$ cat src/rtl/seg7_pkg.sv
// rtl/seg7_pkg.sv - shared constants for the seven-segment scan driver
// Holds the hex font (segments g..a, active-low), the all-segments-off
// pattern and a helper that builds the all-anodes-off mask for a given
// digit count. No ports.
package seg7_pkg;

    localparam logic [6:0] SEG_OFF = 7'b1111111;

    // Entry n is the glyph for nibble n; bit 6 = g ... bit 0 = a, 0 = lit.
    localparam logic [15:0][6:0] HEX_FONT = {
        7'b0001110,  // F
        7'b0000110,  // E
        7'b0100001,  // d
        7'b1000110,  // C
        7'b0000011,  // b
        7'b0001000,  // A
        7'b0011000,  // 9
        7'b0000000,  // 8
        7'b1111000,  // 7
        7'b0000010,  // 6
        7'b0010010,  // 5
        7'b0011001,  // 4
        7'b0110000,  // 3
        7'b0100100,  // 2
        7'b1111001,  // 1
        7'b1000000   // 0
    };

    // Low num_digits bits set; callers truncate to their anode width.
    function automatic logic [63:0] anode_off(input int num_digits);
        anode_off = '0;
        for (int i = 0; i < 64; i++) begin
            if (i < num_digits) begin
                anode_off[i] = 1'b1;
            end
        end
    endfunction

endpackage

$ cat src/rtl/seg7_hex_font.sv
// rtl/seg7_hex_font.sv - combinational nibble to seven-segment lookup
// Ports:
//   nibble_i  in  4  hex value to display
//   seg_o     out 7  segments g..a, active-low
module seg7_hex_font
    import seg7_pkg::*;
(
    input  logic [3:0] nibble_i,
    output logic [6:0] seg_o
);

    assign seg_o = HEX_FONT[nibble_i];

endmodule

$ cat src/rtl/seg7_scan_driver.sv
// rtl/seg7_scan_driver.sv - time-multiplexed N-digit seven-segment driver
// Latches a packed hex word and decimal points on LOAD_IN, then scans the
// digits with per-slot PWM brightness, leading-zero blanking and a global
// blank. Both outputs are registered (1-clock latency).
// Ports:
//   CLK             in  1             system clock
//   RESET           in  1             asynchronous, active-high reset
//   LOAD_IN         in  1             capture strobe for DIGITS_IN/DOTS_IN
//   DIGITS_IN       in  4*NUM_DIGITS  packed nibbles, [3:0] = digit 0
//   DOTS_IN         in  NUM_DIGITS    decimal points, active-high
//   LZB_IN          in  1             leading-zero blanking enable
//   BLANK_IN        in  1             force whole display dark
//   BRIGHT_IN       in  BRIGHT_W      duty level, all-ones = full on
//   SEG_SELECT_OUT  out NUM_DIGITS    anodes, active-low, at most one low
//   HEX_OUT         out 8             cathodes, active-low, [7] = dot
module seg7_scan_driver
    import seg7_pkg::*;
#(
    parameter int NUM_DIGITS   = 4,
    parameter int REFRESH_LOG2 = 16,
    parameter int BRIGHT_W     = 3
) (
    input  logic                    CLK,
    input  logic                    RESET,
    input  logic                    LOAD_IN,
    input  logic [4*NUM_DIGITS-1:0] DIGITS_IN,
    input  logic [NUM_DIGITS-1:0]   DOTS_IN,
    input  logic                    LZB_IN,
    input  logic                    BLANK_IN,
    input  logic [BRIGHT_W-1:0]     BRIGHT_IN,
    output logic [NUM_DIGITS-1:0]   SEG_SELECT_OUT,
    output logic [7:0]              HEX_OUT
);

    localparam int                    IDX_W     = $clog2(NUM_DIGITS);
    localparam logic [NUM_DIGITS-1:0] ANODE_OFF = NUM_DIGITS'(anode_off(NUM_DIGITS));
    localparam logic [IDX_W-1:0]      LAST_IDX  = IDX_W'(NUM_DIGITS - 1);

    logic [REFRESH_LOG2-1:0] slot_cnt_q, slot_cnt_d;
    logic [IDX_W-1:0]        dig_idx_q, dig_idx_d;
    logic [4*NUM_DIGITS-1:0] digit_q, digit_d;
    logic [NUM_DIGITS-1:0]   dot_q, dot_d;
    logic [NUM_DIGITS-1:0]   anode_q, anode_d;
    logic [7:0]              hex_q, hex_d;

    logic [NUM_DIGITS-1:0]   lz_blank;
    logic                    zero_run;
    logic [3:0]              cur_nib;
    logic                    cur_dot;
    logic                    cur_lz;
    logic [6:0]              font_seg;
    logic                    pwm_on;

    // Counters and shadow registers
    always_comb begin
        slot_cnt_d = slot_cnt_q + 1'b1;
        dig_idx_d  = dig_idx_q;
        if (&slot_cnt_q) begin
            dig_idx_d = (dig_idx_q == LAST_IDX) ? '0 : dig_idx_q + 1'b1;
        end
        digit_d = LOAD_IN ? DIGITS_IN : digit_q;
        dot_d   = LOAD_IN ? DOTS_IN   : dot_q;
    end

    // A digit is a leading zero when it and every digit to its left are 0.
    // Digit 0 is excluded so an all-zero word still shows a single "0".
    always_comb begin
        lz_blank = '0;
        zero_run = 1'b1;
        for (int i = NUM_DIGITS - 1; i >= 1; i--) begin
            zero_run    = zero_run & (digit_q[4*i +: 4] == 4'h0);
            lz_blank[i] = zero_run;
        end
    end

    always_comb begin
        cur_nib = 4'h0;
        cur_dot = 1'b0;
        cur_lz  = 1'b0;
        for (int i = 0; i < NUM_DIGITS; i++) begin
            if (dig_idx_q == IDX_W'(i)) begin
                cur_nib = digit_q[4*i +: 4];
                cur_dot = dot_q[i];
                cur_lz  = lz_blank[i];
            end
        end
    end

    seg7_hex_font u_font (
        .nibble_i (cur_nib),
        .seg_o    (font_seg)
    );

    // Slot 0 keeps the anode off so the cathodes settle on the new digit
    // before it lights; the top slot bits against BRIGHT_IN set the duty.
    assign pwm_on = (slot_cnt_q[REFRESH_LOG2-1 -: BRIGHT_W] <= BRIGHT_IN)
                 && (slot_cnt_q != '0);

    always_comb begin
        anode_d = ANODE_OFF;
        hex_d   = 8'hFF;
        if (!BLANK_IN) begin
            for (int i = 0; i < NUM_DIGITS; i++) begin
                anode_d[i] = !(pwm_on && (dig_idx_q == IDX_W'(i)));
            end
            hex_d = {~cur_dot, (LZB_IN && cur_lz) ? SEG_OFF : font_seg};
        end
    end

    always_ff @(posedge CLK or posedge RESET) begin
        if (RESET) begin
            slot_cnt_q <= '0;
            dig_idx_q  <= '0;
            digit_q    <= '0;
            dot_q      <= '0;
            anode_q    <= ANODE_OFF;
            hex_q      <= 8'hFF;
        end else begin
            slot_cnt_q <= slot_cnt_d;
            dig_idx_q  <= dig_idx_d;
            digit_q    <= digit_d;
            dot_q      <= dot_d;
            anode_q    <= anode_d;
            hex_q      <= hex_d;
        end
    end

    assign SEG_SELECT_OUT = anode_q;
    assign HEX_OUT        = hex_q;

endmodule

$ cat config.mk
export PLATFORM = sky130hd
export DESIGN_NAME = seg7_scan_driver
export DESIGN_NICKNAME = d
export VERILOG_FILES = /design/src/rtl/seg7_pkg.sv /design/src/rtl/seg7_hex_font.sv /design/src/rtl/seg7_scan_driver.sv
export SDC_FILE = /design/constraint.sdc
export NUM_CORES = 1
export LEC_CHECK = 0
export ABC_CLOCK_PERIOD_IN_PS = 3000
export BUFFER_PORTS_ARGS = -buffer_cell sky130_fd_sc_hd__buf_2
export CAP_MARGIN = 20
export CORE_MARGIN = 2
export CORE_UTILIZATION = 35
export CTS_CLUSTER_SIZE = 30
export DETAILED_ROUTE_END_ITERATION = 16
export PLACE_DENSITY = 0.53
export RECOVER_POWER = 100
export SETUP_SLACK_MARGIN = 0.02
export SLEW_MARGIN = 0
export SYNTH_ARGS = -nofsm -noshare
export SYNTH_HDL_FRONTEND = slang
export SYNTH_SLANG_ARGS = --single-unit
$ cat constraint.sdc
create_clock -name CLK -period 3 [get_ports CLK]
set_input_delay 0.6 -clock CLK [delete_from_list [all_inputs] [get_ports CLK]]
set_output_delay 0.6 -clock CLK [all_outputs]
set_load 0.005 [all_outputs]
==> results.toml, run 1 <==
[sta]
max_freq_ghz = 0.4006
finalCritPeriodShare_pct = 83.20
rsz0062_at_grt = "false"
timing.hold.ws_ns = 0.3450
finalSetupViolCount = 0
finalHoldViolations = 0
worst_slew_pin_slew_ns = 1.165
relSlewSlack_pct = 22.34
maxSlewViolCount = 0
fin_crit_ns = 2.496
setup-tns-final_ns = 0
fin_worst_skew_ns = 0.006955

[synthesis]
synth_area_um2 = 2511
avgSynthCellArea_um2 = 11.36
syn-instance-count = 221
post-synth-top-area-cell = "dfrtp_1"
synth_area_leaders = "dfrtp_1 (38%), dfstp_2 (13%), mux2_2 (7.2%)"
synthArstFlopShare_pct = 100.0
synth_nets = 261
synth_largest_type_area_fraction_pct = 37.87
synth-edff-count = 0
ys_types = 48
dominantRegCellSynth = "dfrtp_1"
yosys_warnings = 0
yosysSeqAreaShare_pct = 50.42
synth.ff_latch_count = 50

[clocking]
htreeDepth = 2
postCtsHoldBufs = 0
insertion_delay_ns = 0.30
clock_path_buffers = 2
clkTransAtPathRegs_ns = 0.09
post_cts.repair.setup_buffers = 0
clock-sinks = 50
ctsResizeCount = 0
cts_tree = "done"
cts_inserted_buffers = 5
cts-root-buf = "clkbuf_8"

[power_and_ir_drop]
p_total_uw = 1381
power_per_cell_area_nw_per_um2 = 480.4
p_leak_uw = 0.001233
peakVddDrop_mv = 0.2027

[floorplan]
start_util_pct = 36.56
die_h_um = 88.71
dieArea_um2 = 7869
rows = 30
core_um2 = 6869
die_w_um = 88.71
ios = 40

[detailed_routing]
wl_per_cell_um = 13.78
drt_iter0_drc = 57
dr.pass1.iters = 4
routed_via_density = 4.846
routed_wl_um = 4933
vias = 1735
detail-route-antenna-nets = 0
route.detailed.drc = 0

[outcome]
outcome = "finished, final reports clean"

[global_route]
antenna_found_initial = 0
grt_usage_pct = 14.30
grt_max_degree = 25
grt_pass1_wl_um = 8583
grt-ovfl-total = 0
grt_pass1_vias = 1711

[setup_path]
reg2reg_depth = 7
crit_type = "reg2reg"
critPathMaxFanout = 19
cp.arrival_ns = 2.73
startpoint_type = "flip-flop"
crit_path_end_kind = "flip-flop"
required_ns = 3.23

[place]
gp_congestion = 0.8082
port_buffers = 39
dp.final_hpwl_um = 3710
dp_cells = 350

[finish]
drive_above_1_share_pct = 27.48
diodes = 0
final_common_cell = "dfrtp_1"
area_growth_pct = 14.45
final_cell_mix = "dfrtp_1 (38), buf_2 (30), nand2_1 (19)"
utilization_pct = 41.84
final_cell_count_no_fill = 358
fillers = 680
nets = 301

[hold_path]
hp-class = "in2async"

[run]
max-cap-violations = 0
[flip-flops by register name, summed over array words and instances (netlist names)]
signal / count
HEX_OUT: 8
SEG_SELECT_OUT: 4
dig_idx_q: 2
digit_q: 16
dot_q: 4
slot_cnt_q: 16
[power by group]
part           leakage (µW)  switching [µW]  total [µW]  internal [µW]
registers          0.000599            23.8         746            723
logic              0.000576            88.4         167           78.5
clock network     0.0000579             222         467            246
total               0.00123             334        1380           1050
[cells by family (layout without fill, tap and decap cells)]
logic type / count (synthesis) / after routing / share of synthesized area, %
multiplexers: 17 / 17 / 7.573
XOR/XNOR: 14 / 14 / 4.883
AND/OR/NAND/NOR: 68 / 68 / 14.75
AO/OA/AOI/OAI: 37 / 37 / 11.81
buffers and inverters: 23 / 64 / 4.584
adder cells (fa/ha/maj): 12 / 12 / 5.979
flip-flops: 50 / 50 / 50.42
[synth_stat cells (2+ instances only)]
cell type and count:
dfstp_2 12, nand3b_1 4, and3_1 2, ha_1 12
nand4_1 2, mux2_2 16, o221ai_1 2, a221o_1 4
nand2b_1 3, nor4_1 5, a211o_1 2, nor2_1 10
nand3_1 9, a21oi_1 5, dfrtp_1 38, inv_1 14
nor3b_1 5, o21ai_0 8, o211ai_1 2, buf_6 3
xor2_1 3, a211oi_1 3, nor3_1 2, clkbuf_1 3
nand2_1 19, xnor2_1 11
[per-stage QoR]
step | setup slack (ns) | instance area [µm²]
global route | 0.2819 | 2874
finish | 0.5040 | 2874
CTS | 0.5191 | 2893
detailed placement | 0.5441 | 2784
global placement | 0.6237 | 2784
floorplan | 0.9623 | 2511
[routing by layer]
| layer | vias up | global-route usage (%) | part of all wire [%] |
|---|---|---|---|
| li1 | 867 | - | - |
| met1 | 830 | 20.46 | 52 |
| met2 | 32 | 21.23 | 43 |
| met3 | 6 | 3.638 | 4.4 |
| met4 | 0 | 4.545 | 1.4 |
| met5 | - | 0 | 0 |
[path summary, 6_finish.rpt]
check                                 end     startpoint  slack [ns]
min in group CLK            slot_cnt_q[9]  slot_cnt_q[9]        0.50
max                            HEX_OUT[5]   dig_idx_q[0]        0.50
max reg2reg                    HEX_OUT[5]   dig_idx_q[0]        0.50
min reg2reg                 slot_cnt_q[9]  slot_cnt_q[9]        0.50
max in group asynchronous      digit_q[2]          RESET        1.36
min                        slot_cnt_q[11]          RESET        0.34
[area by class of cell]
class / count / area (µm²) / share of cell area [%]
sequential: 50 / 1266 / 44.06
tap: 96 / 120.1 / 4.179
inverter: 15 / 57.56 / 2.003
timing repair buffer: 41 / 191.4 / 6.661
clock inverter: 3 / 40.04 / 1.393
multi-input combinational: 148 / 1130 / 39.31
clock buffer: 5 / 68.82 / 2.394
[critical path, cell delays in order (launching register included)]
cell,delay (ns)
dfrtp_1,0.41
ha_1,0.63
a211oi_1,0.19
a221oi_4,0.47
ha_1,0.28
nor2_1,0.07
a211o_1,0.29
o211ai_1,0.09
No activity file was read; power rests on OpenSTA's default activity.
==> run 2: changes to the inputs <==
Settings changed: ABC_CLOCK_PERIOD_IN_PS 3000 to 2050, PLACE_DENSITY 0.53 to 0.55.
Clock period 3 ns to 2.05 ns, I/O delays scaled along.
==> results.toml, run 2 (synthesis results as in run 1) <==
[outcome]
outcome = "finished, final reports clean"

[floorplan]
die_w_um = 88.71
rows = 30
die_h_um = 88.71
core_um2 = 6869
ios = 40
start_util_pct = 36.56
dieArea_um2 = 7869

[finish]
diodes = 0
utilization_pct = 46.32
final_cell_mix = "dfrtp_1 (37), buf_2 (31), buf_4 (21)"
final_common_cell = "dfrtp_1"
final_area_um2 = 3182
nets = 326
area_growth_pct = 26.71
drive_above_1_share_pct = 40.77

[detailed_routing]
routed_via_density = 4.838
dr.pass1.iters = 4
drt_iter0_drc = 45
vias = 1853
wl_per_cell_um = 13.82
routed_wl_um = 5294
route.detailed.drc = 0
detail-route-antenna-nets = 0

[global_route]
antenna_found_initial = 0
grt_pass1_wl_um = 8700
grt_max_degree = 51
grt_usage_pct = 14.50
grt_pass1_vias = 1789
grt-ovfl-total = 0

[setup_path]
critPathMaxFanout = 6
reg2reg_setup_slack_ns = 0.003
r2r_start = "dig_idx_q[1]"
crit_type = "reg2reg"
startpoint_type = "flip-flop"
reg2reg_depth = 8
r2r_end = "HEX_OUT[6]"
crit_path_end_kind = "flip-flop"
cp.arrival_ns = 2.28
required_ns = 2.29

[sta]
finalHoldViolations = 0
rsz0062_at_grt = "true"
relSlewSlack_pct = 16.83
max_freq_ghz = 0.4884
finalCritPeriodShare_pct = 99.88
fin_ws_ns = 0.002502
worst_slew_pin_slew_ns = 1.248
fin_worst_skew_ns = 0.01189
fin_crit_ns = 2.047
finalSetupViolCount = 0
maxSlewViolCount = 0

[place]
pre_cts_slack_ns = -0.04770
dp.final_hpwl_um = 3790
placed_area_um2 = 2957
gp_congestion = 0.7802
port_buffers = 39

[clocking]
clock_path_buffers = 2
cts_inserted_buffers = 5
postCtsHoldBufs = 0
insertion_delay_ns = 0.31
clkTransAtPathRegs_ns = 0.10
cts_tree = "done"
cts-root-buf = "clkbuf_8"
clock-sinks = 50
htreeDepth = 2

[power_and_ir_drop]
power_per_cell_area_nw_per_um2 = 652.4
peakVddDrop_mv = 0.3285
p_leak_uw = 0.001376

[hold_path]
hp-class = "in2reg"
hold-path-endpoint = "digit_q[12]"
holdPathStages = 3
hold_path_startpoint = "DIGITS_IN[12]"

[run]
max-cap-violations = 0
-- run 2: power breakdown --
group | switching, µW | internal [µW]
sequential | 36.8 | 1060
combinational | 140 | 149
clock | 328 | 364
-- run 2: worst max-delay path by stage --
stage	from	end	slack (ns)
4_1_cts	dig_idx_q[1]	HEX_OUT[6]	0.03
5_1_grt	dig_idx_q[1]	HEX_OUT[3]	-0.11
3_5_place_dp	dig_idx_q[0]	HEX_OUT[3]	-0.05
3_3_place_gp	dig_idx_q[0]	HEX_OUT[2]	-0.02
2_1_floorplan	dig_idx_q[0]	HEX_OUT[5]	0.02
6_report	dig_idx_q[1]	HEX_OUT[6]	0.003
-- run 2: what timing repair did --
action	4_1_cts	5_1_grt
setup endpoints to repair	7	7
pin swaps	3	7
resized for setup	8	15
buffers inserted	3	2
-- run 2: layout make-up --
class	instances	area, µm²
fill	660	3687
sequential	50	1267
multi-input combinational	148	1221
timing repair buffer	66	405.4
tap	96	120.1
clock buffer	6	72.57
inverter	15	57.56
clock inverter	2	37.54
-- run 2: through the flow --
step | setup TNS, ns | total power, µW | instances | hold WS [ns]
finish | 0 | 2076 | 383 | 0.3135
detailed placement | -0.1855 | 1395 | 370 | 0.4753
global route | -0.5685 | 2190 | 383 | 0.3144
global placement | -0.03412 | 1394 | 370 | 0.4715
floorplan | 0 | 1273 | 221 | 0.4590
CTS | 0 | 2102 | 381 | 0.1312
-- run 2: critical path, stage by stage (launching register included) --
cell	delay [ns]
dfrtp_1	0.43
buf_6	0.14
ha_4	0.18
buf_4	0.16
nor3b_2	0.17
a221o_1	0.31
or2_4	0.28
o21a_1	0.19
o211ai_2	0.13
-- run 2: metal layers --
metal / up-vias / GRT usage [%] / part of all wire (%)
li1: 917 / - / -
met1: 892 / 20.62 / 49
met2: 38 / 22.05 / 46
met3: 6 / 3.451 / 3.9
met4: 0 / 4.132 / 1.3
met5: - / 0 / 0
